File: config.mk
export PLATFORM = sky130hd
export DESIGN_NAME = finn_rtl_krnl_final_example_rd_burst_ctrl_flat
export DESIGN_NICKNAME = d
export VERILOG_FILES = /design/src/rtl/finn_rtl_krnl_final_example_rd_burst_ctrl_if.sv /design/src/rtl/finn_rtl_krnl_final_example_rd_burst_ctrl.sv /design/src/flat_wrapper.sv
export SDC_FILE = /design/constraint.sdc
export NUM_CORES = 1
export LEC_CHECK = 0
export BUFFER_PORTS_ARGS = -buffer_cell sky130_fd_sc_hd__buf_4
export CORE_UTILIZATION = 45
export DETAILED_ROUTE_END_ITERATION = 7
export HOLD_SLACK_MARGIN = 0.05
export SLEW_MARGIN = 20
export SYNTH_ARGS = -nofsm -noshare
export SYNTH_HDL_FRONTEND = slang
export SYNTH_SLANG_ARGS = --single-unit
File: constraint.sdc
create_clock -name clk -period 8.4 [get_ports clk]
set_input_delay 0 -clock clk [delete_from_list [all_inputs] [get_ports clk]]
set_output_delay 0 -clock clk [all_outputs]
set_load 0.01 [all_outputs]
File: src/rtl/finn_rtl_krnl_final_example_rd_burst_ctrl_if.sv
// AXI4 read-address channel plus the R-channel last-beat handshake strobe
// exchanged between the burst controller and the read master.
interface finn_rtl_krnl_final_example_rd_burst_ctrl_if #(
    parameter int C_ADDR_WIDTH = 64
);
    logic                    arvalid;
    logic                    arready;
    logic [C_ADDR_WIDTH-1:0] araddr;
    logic [7:0]              arlen;
    logic                    r_last_hs;

    modport master (
        output arvalid,
        output araddr,
        output arlen,
        input  arready,
        input  r_last_hs
    );

    modport slave (
        input  arvalid,
        input  araddr,
        input  arlen,
        output arready,
        output r_last_hs
    );
endinterface

File: src/rtl/finn_rtl_krnl_final_example_rd_burst_ctrl.sv
// Splits a byte-sized read request into fixed-length AXI4 AR bursts and
// throttles them with an outstanding-burst counter fed by R last beats.
module finn_rtl_krnl_final_example_rd_burst_ctrl #(
    parameter int C_ADDR_WIDTH      = 64,
    parameter int C_XFER_SIZE_WIDTH = 32,
    parameter int C_BYTES_PER_BEAT  = 64,
    parameter int C_BURST_LEN       = 16,
    parameter int C_MAX_OUTSTANDING = 16
) (
    input  logic                         clk,
    input  logic                         rst,
    input  logic                         ctrl_start,
    input  logic [C_ADDR_WIDTH-1:0]      ctrl_addr_offset,
    input  logic [C_XFER_SIZE_WIDTH-1:0] ctrl_xfer_size_in_bytes,
    output logic                         ctrl_done,
    output logic                         busy,
    finn_rtl_krnl_final_example_rd_burst_ctrl_if.master axi
);
    localparam int XW       = C_XFER_SIZE_WIDTH;
    localparam int OW       = $clog2(C_MAX_OUTSTANDING + 1);
    localparam int LOG2_BPB = $clog2(C_BYTES_PER_BEAT);
    localparam int LOG2_BL  = $clog2(C_BURST_LEN);

    localparam logic [XW-1:0]           BPB_MASK   = XW'(C_BYTES_PER_BEAT - 1);
    localparam logic [XW-1:0]           BL_MASK    = XW'(C_BURST_LEN - 1);
    localparam logic [7:0]              FULL_ARLEN = 8'(C_BURST_LEN - 1);
    localparam logic [C_ADDR_WIDTH-1:0] BURST_STEP = C_ADDR_WIDTH'(C_BURST_LEN * C_BYTES_PER_BEAT);
    localparam logic [OW-1:0]           MAX_OUT    = OW'(C_MAX_OUTSTANDING);

    typedef enum logic [2:0] {IDLE, PREP, ISSUE, DRAIN, DONE} state_t;

    state_t                  state_reg, state_next;
    logic [C_ADDR_WIDTH-1:0] base_reg;
    logic [XW-1:0]           size_reg;
    logic [XW-1:0]           bursts_reg;
    logic [XW-1:0]           rem_reg;
    logic [XW-1:0]           completed_reg;
    logic [7:0]              last_arlen_reg;
    logic [C_ADDR_WIDTH-1:0] araddr_reg;
    logic [7:0]              arlen_reg;
    logic [OW-1:0]           outstanding_reg;

    logic [XW-1:0] beats_calc;
    logic [XW-1:0] bursts_calc;
    logic [XW-1:0] tail_calc;
    logic [7:0]    last_arlen_calc;
    logic          ar_hs;
    logic          r_dec;

    // Ceiling divisions by powers of two: shift, then add one if any remainder bit is set.
    assign beats_calc      = (size_reg >> LOG2_BPB) + XW'(|(size_reg & BPB_MASK));
    assign bursts_calc     = (beats_calc >> LOG2_BL) + XW'(|(beats_calc & BL_MASK));
    assign tail_calc       = beats_calc & BL_MASK;
    assign last_arlen_calc = (tail_calc == '0) ? FULL_ARLEN : 8'(tail_calc - XW'(1));

    assign axi.arvalid = (state_reg == ISSUE) && (outstanding_reg < MAX_OUT);
    assign axi.araddr  = araddr_reg;
    assign axi.arlen   = arlen_reg;
    assign busy        = (state_reg != IDLE);
    assign ctrl_done   = (state_reg == DONE);

    assign ar_hs = axi.arvalid & axi.arready;
    // Last beats arriving with nothing in flight (e.g. stragglers after reset) are dropped.
    assign r_dec = axi.r_last_hs && (outstanding_reg != '0);

    always_ff @(posedge clk) begin
        if (rst) begin
            state_reg <= IDLE;
        end else begin
            state_reg <= state_next;
        end
    end

    always_comb begin
        state_next = state_reg;
        case (state_reg)
            IDLE:    if (ctrl_start) state_next = PREP;
            PREP:    state_next = (bursts_calc == '0) ? DONE : ISSUE;
            ISSUE:   if (ar_hs && rem_reg == XW'(1)) state_next = DRAIN;
            DRAIN:   if (completed_reg == bursts_reg && outstanding_reg == '0) state_next = DONE;
            DONE:    state_next = IDLE;
            default: state_next = IDLE;
        endcase
    end

    always_ff @(posedge clk) begin
        if (rst) begin
            base_reg        <= '0;
            size_reg        <= '0;
            bursts_reg      <= '0;
            rem_reg         <= '0;
            completed_reg   <= '0;
            last_arlen_reg  <= '0;
            araddr_reg      <= '0;
            arlen_reg       <= '0;
            outstanding_reg <= '0;
        end else begin
            if (state_reg == IDLE && ctrl_start) begin
                base_reg      <= ctrl_addr_offset;
                size_reg      <= ctrl_xfer_size_in_bytes;
                completed_reg <= '0;
            end else if (r_dec) begin
                completed_reg <= completed_reg + XW'(1);
            end

            if (state_reg == PREP) begin
                bursts_reg     <= bursts_calc;
                rem_reg        <= bursts_calc;
                last_arlen_reg <= last_arlen_calc;
                araddr_reg     <= base_reg;
                arlen_reg      <= (bursts_calc == XW'(1)) ? last_arlen_calc : FULL_ARLEN;
            end

            // Advance to the next burst right on the handshake so it can go out back-to-back.
            if (state_reg == ISSUE && ar_hs) begin
                rem_reg    <= rem_reg - XW'(1);
                araddr_reg <= araddr_reg + BURST_STEP;
                arlen_reg  <= (rem_reg == XW'(2)) ? last_arlen_reg : FULL_ARLEN;
            end

            case ({ar_hs, r_dec})
                2'b10:   outstanding_reg <= outstanding_reg + OW'(1);
                2'b01:   outstanding_reg <= outstanding_reg - OW'(1);
                default: outstanding_reg <= outstanding_reg;
            endcase
        end
    end
endmodule

File: src/flat_wrapper.sv
// flat-port wrapper written by rule: the top's interface ports become plain ports
module finn_rtl_krnl_final_example_rd_burst_ctrl_flat 
#(
    parameter int C_ADDR_WIDTH      = 64,
    parameter int C_XFER_SIZE_WIDTH = 32,
    parameter int C_BYTES_PER_BEAT  = 64,
    parameter int C_BURST_LEN       = 16,
    parameter int C_MAX_OUTSTANDING = 16
)
  (clk, rst, ctrl_start, ctrl_addr_offset, ctrl_xfer_size_in_bytes, ctrl_done, busy, axi_arvalid, axi_araddr, axi_arlen, axi_arready, axi_r_last_hs);
  finn_rtl_krnl_final_example_rd_burst_ctrl_if #(.C_ADDR_WIDTH(C_ADDR_WIDTH)) axi_i ();
  input  logic clk;
  input  logic rst;
  input  logic ctrl_start;
  input  logic [C_ADDR_WIDTH-1:0] ctrl_addr_offset;
  input  logic [C_XFER_SIZE_WIDTH-1:0] ctrl_xfer_size_in_bytes;
  output logic ctrl_done;
  output logic busy;
  output wire logic [$bits(axi_i.arvalid)-1:0] axi_arvalid;
  output wire logic [$bits(axi_i.araddr)-1:0] axi_araddr;
  output wire logic [$bits(axi_i.arlen)-1:0] axi_arlen;
  input wire logic [$bits(axi_i.arready)-1:0] axi_arready;
  input wire logic [$bits(axi_i.r_last_hs)-1:0] axi_r_last_hs;
  assign axi_arvalid = axi_i.arvalid;
  assign axi_araddr = axi_i.araddr;
  assign axi_arlen = axi_i.arlen;
  assign axi_i.arready = axi_arready;
  assign axi_i.r_last_hs = axi_r_last_hs;
  finn_rtl_krnl_final_example_rd_burst_ctrl #(.C_ADDR_WIDTH(C_ADDR_WIDTH), .C_XFER_SIZE_WIDTH(C_XFER_SIZE_WIDTH), .C_BYTES_PER_BEAT(C_BYTES_PER_BEAT), .C_BURST_LEN(C_BURST_LEN), .C_MAX_OUTSTANDING(C_MAX_OUTSTANDING)) u_core (.clk(clk), .rst(rst), .ctrl_start(ctrl_start), .ctrl_addr_offset(ctrl_addr_offset), .ctrl_xfer_size_in_bytes(ctrl_xfer_size_in_bytes), .ctrl_done(ctrl_done), .busy(busy), .axi(axi_i));
endmodule
## After elaboration in Yosys (flattened, before gate mapping)

Index checks and enable logic that the tools add are counted.
Widths: inputs -> output; s select.

| word-level totals | value |
|---|---|
| register bits | 280 |
| latch bits | 0 |
| RAM bits | 0 |
| ROM bits | 0 |
| memories | 0 |

| operators by class | value |
|---|---|
| add/subtract/negate cells | 8 |
| $mul | 0 |
| divide/modulo/power cells | 0 |
| $lt $le $gt $ge | 1 |
| equality and inequality tests | 13 |
| shifts and indexed selects | 0 |
| muxes and demuxes | 15 |
| bitwise logic cells | 1 |
| reductions and logical operators | 18 |

Operators with widths:

| cell | count |
|---|---|
| $mux 64 | 2 |
| $add 64x11->64 const B | 1 |
| $eq 32x1->1 const B | 2 |
| $logic_not 32->1 | 2 |
| $mux 32 | 2 |
| $mux 8 | 5 |
| $add 32x1->32 const B | 1 |
| $eq 32x2->1 const B | 1 |
| $eq 32x32->1 | 1 |
| $sub 32x1->32 const B | 1 |
| $add 28x1->29 | 1 |
| $add 26x1->27 | 1 |
| $mux 3 | 4 |
| $pmux 3 s4 | 1 |
| $pmux 5 s2 | 1 |
| $eq 3x2->1 const B | 2 |
| $logic_and 1x1->1 | 6 |
| $reduce_or 6->1 | 1 |
| $add 5x1->5 const B | 1 |
| $logic_not 5->1 | 1 |
| $lt 5x5->1 const B | 1 |
| $reduce_bool 5->1 | 1 |
| $sub 4x1->5 const B | 1 |
| $sub 5x1->5 const B | 1 |
| 13 further kinds | 15 |

## Longest topological paths before layout

Gate-level depths: netlist of the first run.

| depth | value |
|---|---|
| word-level depth | 8 |
| gate-level depth with buffers | 17 |

## Worst setup path after synthesis of the first run

No wires, ideal clock.

| timing path | value |
|---|---|
| path type | reg-to-reg |
| from | register u_core.size_reg[2] |
| to | register u_core.arlen_reg[1], in the netlist u_core.axi.arlen[1] |
| data arrival time | 3.576 ns |
| required time | 8.264 ns |
| setup slack | 4.688 ns |
| stages on the path, launching flop included | 15 |
| path buffers | 2 |
| cell sequence | dfxtp_1 -> nor4_1 -> nand2_1 -> ha_1 -> ha_1 -> buf_2 -> or3_1 -> o311a_4 -> or3_1 -> buf_2 -> nor4_2 -> xnor2_1 -> nand4_2 -> nor4_2 -> a31oi_1 |

| on the way | value |
|---|---|
| word-level cells in the longest chain between the ends | 8 |
| elaborated cells on any way between the ends | 11 |

RTL lines:

| what | RTL line | text |
|---|---|---|
| start: declaration | finn_rtl_krnl_final_example_rd_burst_ctrl.sv:34 | `logic [XW-1:0] size_reg;` |
| start signal: assignment | finn_rtl_krnl_final_example_rd_burst_ctrl.sv:100 | `size_reg <= ctrl_xfer_size_in_bytes;` |
| $reduce_or 6->1 * | finn_rtl_krnl_final_example_rd_burst_ctrl.sv:51 | `assign beats_calc = (size_reg >> LOG2_BPB) + XW'(\|(size_reg & BPB_MASK));` |
| $add 26x1->27 * | finn_rtl_krnl_final_example_rd_burst_ctrl.sv:51 |  |
| $reduce_or 4->1 | finn_rtl_krnl_final_example_rd_burst_ctrl.sv:52 | `assign bursts_calc = (beats_calc >> LOG2_BL) + XW'(\|(beats_calc & BL_MASK));` |
| $add 28x1->29 | finn_rtl_krnl_final_example_rd_burst_ctrl.sv:52 |  |
| $eq 32x1->1 | finn_rtl_krnl_final_example_rd_burst_ctrl.sv:111 | `arlen_reg <= (bursts_calc == XW'(1)) ? last_arlen_calc : FULL_ARLEN;` |
| $mux 8 * | finn_rtl_krnl_final_example_rd_burst_ctrl.sv:111 |  |
| $mux 8 * | finn_rtl_krnl_final_example_rd_burst_ctrl.sv:106 | `if (state_reg == PREP) begin` |
| $mux 8 * | finn_rtl_krnl_final_example_rd_burst_ctrl.sv:115 | `if (state_reg == ISSUE && ar_hs) begin` |
| end signal: assignment | finn_rtl_krnl_final_example_rd_burst_ctrl.sv:111 |  |
| end signal: assignment | finn_rtl_krnl_final_example_rd_burst_ctrl.sv:118 | `arlen_reg <= (rem_reg == XW'(2)) ? last_arlen_reg : FULL_ARLEN;` |
| end: declaration | finn_rtl_krnl_final_example_rd_burst_ctrl.sv:40 | `logic [7:0] arlen_reg;` |

Mark *: on every way between the ends. The rest lies on a longest branch, timed or not. The select of a mux whose other input is x is not followed.
A chain may end at the register's enable or synchronous reset.

## Worst setup path in the final report of the first run

Same ends and word-level chain as after synthesis.

==> summary.md, run 1 <==
| Metric | Value |
|---|---|
| Outcome | `finished clean` |
| Met2 GRT Util | `0.427` |
| Die footprint | `0.0297 mm^2` |
| Worst setup path startpoint | `u_core.size_reg[2]` |
| Sequential cell area | `0.00533 mm^2` |
| H-tree depth | `1` |
| Setup crit end kind | `flop` |
| Synth Cell Area | `0.0131 mm^2` |
| Routed WL | `38500 um` |
| TritonRoute pass-1 iters | `5` |
| Fmax | `238 MHz` |
| CTS tree | `built` |
| RSZ-0062 raised after global routing | `no` |
| R2r startpoint | `u_core.size_reg[2]` |
| GRT Overall Usage | `0.255` |
| Normalized max-slew margin | `0.366` |
| Final Max Slew Viols | `0` |
| Post-synth EDFFs | `0` |
| VDD IR max | `162 uV` |
| Ant. Diodes | `0` |
| Post-Syn Instances | `1700` |
| Avg Cell Area, Syn | `7.69 um^2` |
| FF-to-FF path depth | `15` |
| Postcts setup bufs | `0` |
| CP startpoint kind | `flop` |
| Clock slew at reported path FFs | `0.06 ns` |
| Biggest fanout along the worst timing path | `8` |
| Total grt overflow | `0` |
| Clk Latency, worst-skew pair | `0.55 ns` |
| Synth area leaders | `dfxtp_1 41%, nand2_1 9.9%, a21oi_1 9.2%` |
| Area Growth Syn to Fin | `31.5%` |
| Crit path DAT | `4.61 ns` |
| Reg2reg setup slack | `4.19 ns` |
| CP required | `8.81 ns` |
| Post-Syn Nets | `1816` |
| Number of synthesized register bits | `266` |
| Initial Util | `0.457` |
| First-pass GRT wire length | `61500 um` |
| Final setup fails | `0` |
| Vias in the first global route | `12000` |
| Global route hottest layer | `met2` |
| Dpl hpwl | `24600 um` |
| Commonest cells in the netlist | `345 x nand2_1, 266 x dfxtp_1, 240 x a21oi_1, 137 x nor2_1, 88 x clkbuf_1` |
| Multi-input gate area | `0.00722 mm^2` |
| Met3 global-route usage | `0.0382` |
| Die Span X | `172 um` |
| Inserted Clock Buffers | `31` |
| Final Hold Fails | `0` |
| R2R Path End | `u_core.axi.arlen[1]` |
| Yosys top cell area share | `0.407` |
| PwrDens | `233 mW/mm^2` |
| Crit path kind | `reg -> reg` |
| Post-synthesis async set-or-reset flop share | `0` |
| Clock buffer depth | `3` |
| Fin Clk Skew | `0.00984 ns` |
| Non-filler cells in the finished layout | `2380` |
| GR Util met1 | `0.343` |
| CTS Root Cell | `clkbuf_16` |
| Layout cell share with drive strength beyond 1 | `0.139` |
| Power Total | `4.01 mW` |
| Core region area | `0.0286 mm^2` |
| Max-capacitance violation count | `0` |
| Leakage | `6.58 nW` |
| DRC | `0` |
| Fin nets | `2089` |
| Via count | `13100` |
| Actual slew at the worst max-slew pin | `0.951 ns` |
| Setup TNS | `0 ns` |
| Placed cell count | `2160` |
| DR iter-0 viols | `916` |
| Yosys cell types | `81` |
| Most common cell in the netlist | `nand2_1` |
| Via density | `5.51` |
| HP Start | `ctrl_addr_offset[46]` |
| Synth Flop Type | `dfxtp_1` |
| Global placer's final weighted congestion | `0.869` |
| Port bufs | `175` |
| Clock Sinks | `266` |
| Hold Crit Class | `in -> reg` |
| Routed Antenna Nets | `0` |
| Largest net degree at the start of global routing | `90` |
| Row Count | `62` |
| Period minus WS final | `4.21 ns` |
| Synth area leader | `dfxtp_1` |
| Drt wl/cell | `16.2 um` |
| CP Capture Point | `u_core.axi.arlen[1]` |
| Min Hold Slack | `0.238 ns` |
| Yosys warning count | `0` |
| Num ports | `176` |
| Sequential area share after synthesis | `0.407` |
| Die H | `172 um` |
| Fill count | `2623` |
| Final cycle utilization of the critical path | `0.501` |
| Initial antenna violation count | `0` |
## final cells by class
class,instances,area share
Clock inverter,12,0.00728
Clock buffer,44,0.0520
Timing Repair Buffer,352,0.178
Tap cell,384,0.0279
Multi-Input combinational cell,1299,0.420
Inverter,23,0.00502
Sequential cell,266,0.310
## worst min-delay path by stage
stage                                endpoint  cells after the start  slack (ns)
after floorplan            u_core.base_reg[0]                      2        0.14
after global placement    u_core.base_reg[20]                      3        0.25
after detailed placement   u_core.base_reg[1]                      3        0.26
after CTS                  u_core.size_reg[4]                      4        0.22
after global routing      u_core.base_reg[34]                      4        0.25
final                     u_core.base_reg[46]                      4        0.24
## placed cells by master (no fill, tap or decap), types with 4 or more instances in the layout
cell,n
nand2b_1,15
clkbuf_16,31
clkbuf_1,6
buf_4,187
a211oi_1,7
or2_2,5
nor2_1,137
and4_1,10
a221oi_1,8
or4_1,14
nor3_1,45
xnor2_1,29
o21a_1,7
nand3_1,56
o311ai_0,7
inv_1,22
nor4b_1,4
a21o_1,4
or3_1,24
dlygate4sd3_1,164
a21oi_1,240
mux2i_1,8
xor2_1,53
nor3_2,5
a31oi_1,26
and3_1,18
dfxtp_1,266
a32oi_1,7
o21ai_0,54
nand4b_1,4
ha_1,14
clkbuf_8,7
o211ai_1,22
nand4_1,26
clkinv_2,5
a22oi_1,8
nand2_1,344
nor4_1,31
## metal layers
layer	vias up	wire [um]
met1	6205	17600
met2	307	18100
met5	-	0
li1	6560	-
met3	52	1970
met4	0	782
## through the flow
| step | utilization | worst slack [ns] | cell area (um^2) |
|---|---|---|---|
| global route | 0.601 | 3.87 | 17200 |
| CTS | 0.601 | 4.20 | 17200 |
| finish | 0.601 | 4.19 | 17200 |
| detailed placement | 0.508 | 4.20 | 14500 |
| floorplan | - | 4.69 | 13100 |
| global placement | 0.508 | 4.29 | 14500 |
## logic make-up after synthesis
family / Yosys count / synth area share
flip-flops: 266 / 0.407
XOR/XNOR: 83 / 0.0562
multiplexers: 10 / 0.00813
AND/OR/NAND/NOR: 772 / 0.283
AO/OA/AOI/OAI: 419 / 0.189
adder cells (fa/ha/maj): 15 / 0.0149
buffers and inverters: 135 / 0.0419
## timing repair
action / in CTS / in global routing
hold buffers: 164 / 0
resized for setup: 0 / 0
endpoints found under the setup margin: 0 / 0
endpoints found under the hold margin: 135 / 0
## critical path, cell delays in order (launching register included)
cell      delay, ns
dfxtp_1        0.31
nor4_1         0.28
nand2_1        0.09
ha_1           0.25
ha_1           0.31
xnor2_1        0.34
nand3_1        0.17
ha_1           0.29
nand2_1        0.10
a221oi_2       0.05
and2_0         0.30
or4b_1         0.56
a31oi_1        0.17
o21ai_1        0.14
nor4_2         0.53
a31oi_1        0.16
## power by group
group,switching [mW],total [mW],internal [mW]
clock,0.537,1.34,0.799
combinational,0.677,1.12,0.443
sequential,0.148,1.55,1.41
total,1.36,4.01,2.65
No activity file was read; power rests on OpenSTA's default activity.
==> run 2, diff against run 1 <==
Clock period 8.4 ns to 4.2 ns, I/O delays scaled along.
==> run 2 against run 1 <==
  * Via count decreased by 1.2%
  * Clock power is 110% higher
  * Sequential share of layout area increased by 0.075 points
  * Global-route usage decreased by 0.40 points
  * Cell count decreased by 0.71%
  * Total power up 100%
==> summary.md, run 2 (synthesis results as in run 1) <==
| Metric | Value |
|---|---|
| PwrDens | `474 mW/mm^2` |
| Most frequent cells in the layout | `343 x nand2_1, 266 x dfxtp_1, 240 x a21oi_1` |
| Row Count | `62` |
| CP max stage delay | `0.44 ns` |
| Via count | `13000` |
| Ant. Diodes | `0` |
| Commonest non-fill, non-tap cell in the layout | `nand2_1` |
| DRC | `0` |
| CTS tree | `built` |
| Num ports | `176` |
| Die H | `172 um` |
| Crit path DAT | `4.27 ns` |
| CTS Root Cell | `clkbuf_16` |
| Min Hold Slack | `0.161 ns` |
| Clock Sinks | `266` |
| H-tree depth | `1` |
| Post-layout util | `0.599` |
| Outcome | `finished clean` |
| Die Span X | `172 um` |
| Area Growth Syn to Fin | `31.1%` |
| Core region area | `0.0286 mm^2` |
| Via density | `5.49` |
| Setup crit end kind | `flop` |
| Initial Util | `0.457` |
| Hold Crit Class | `in -> reg` |
| First-pass GRT wire length | `60600 um` |
| Final Max Slew Viols | `0` |
| CP required | `4.61 ns` |
| Inserted Clock Buffers | `30` |
| DR iter-0 viols | `744` |
| Biggest fanout along the worst timing path | `8` |
| Final setup fails | `0` |
| Vias in the first global route | `12000` |
| Critical-path cell list | `nor4_1 -> nand2_1 -> ha_1 -> ha_2 -> or3_1 -> o311a_4 -> or3_1 -> buf_4 -> nor4_4 -> or2_1 -> nand4_1 -> nor4_2 -> o32ai_1` |
| Dpl hpwl | `24600 um` |
| Largest net degree at the start of global routing | `169` |
| Layout cell share with drive strength beyond 1 | `0.146` |
| Clock buffer depth | `3` |
| Actual slew at the worst max-slew pin | `0.925 ns` |
| GRT Overall Usage | `0.251` |
| Fin nets | `2072` |
| CP startpoint kind | `flop` |
| Global placer's final weighted congestion | `0.885` |
| Fill count | `2605` |
| Fmax | `259 MHz` |
| Final Hold Fails | `0` |
| CP max-delay cell | `o311a_4` |
| Total grt overflow | `0` |
| Clock slew at reported path FFs | `0.06 ns` |
| Initial antenna violation count | `0` |
| Routed Antenna Nets | `0` |
| Fin Clk Skew | `0.0142 ns` |
| Max-capacitance violation count | `0` |
| Die footprint | `0.0297 mm^2` |
| Normalized max-slew margin | `0.384` |
| CP dominant cell by count | `or3_1` |
| Leakage | `6.62 nW` |
| TritonRoute pass-1 iters | `5` |
| Port bufs | `175` |
| Drt wl/cell | `16.0 um` |
| Postcts setup bufs | `0` |
| Period minus WS final | `3.87 ns` |
| Crit path kind | `reg -> reg` |
| Final cycle utilization of the critical path | `0.920` |
| VDD IR max | `359 uV` |
| Routed WL | `37800 um` |
| Clk Latency, worst-skew pair | `0.55 ns` |
## run 2: what timing repair did
action	4_1_cts	5_1_grt
hold buffers	142	0
hold endpoints to repair	126	0
endpoints found under the setup margin	0	7
gates resized for setup	0	13
## run 2: cell type report
class,count,area (um^2),area share
tap,384,480,0.0280
clock buffer,47,946,0.0552
multi-input combinational,1299,7290,0.425
timing repair buffer,336,2910,0.169
inverter,23,86.3,0.00503
clock inverter,8,119,0.00693
sequential,266,5330,0.310
## run 2: worst max-delay path: cells and delay by family, from the launching register on
| family | cells | cell delay, ns |
|---|---|---|
| simple gates | 8 | 2.11 |
| compound gates | 2 | 0.60 |
| fa+ha+maj | 2 | 0.51 |
| flops | 1 | 0.31 |
| buf+inv | 1 | 0.18 |
## run 2: path summary, 6_finish.rpt
check	start	end	slack, ns	cells after the start
min reg2reg	u_core.base_reg[9]	u_core.axi.araddr[9]	0.45	2
max reg2reg	u_core.size_reg[2]	u_core.state_reg[1]	0.33	13
min	axi_arready	u_core.rem_reg[5]	0.16	5
max	u_core.size_reg[2]	u_core.state_reg[1]	0.33	13
## run 2: metrics by stage
stage          area [um^2]  TNS (ns)  setup WS (ns)  power (mW)  std cells
2_1_floorplan        13100         0          0.488        4.51       1700
3_3_place_gp         14600         0          0.145        5.21       2166
3_5_place_dp         14600         0          0.106        5.24       2166
4_1_cts              17100         0         0.0970        8.17       2363
5_1_grt              17200   -0.0261        -0.0222        8.60       2363
6_report             17200         0          0.334        8.12       2363
## run 2: power by group
part / leakage, nW / total (mW) / internal [mW] / switching [mW]
registers: 2.16 / 3.10 / 2.81 / 0.290
logic: 3.93 / 2.26 / 0.889 / 1.37
clock network: 0.530 / 2.76 / 1.72 / 1.04
## run 2: routing by layer
metal  part of all wire  track usage
met1               0.46        0.340
met2               0.46        0.409
met3              0.052       0.0387
met4              0.021       0.0750
met5                  0            0
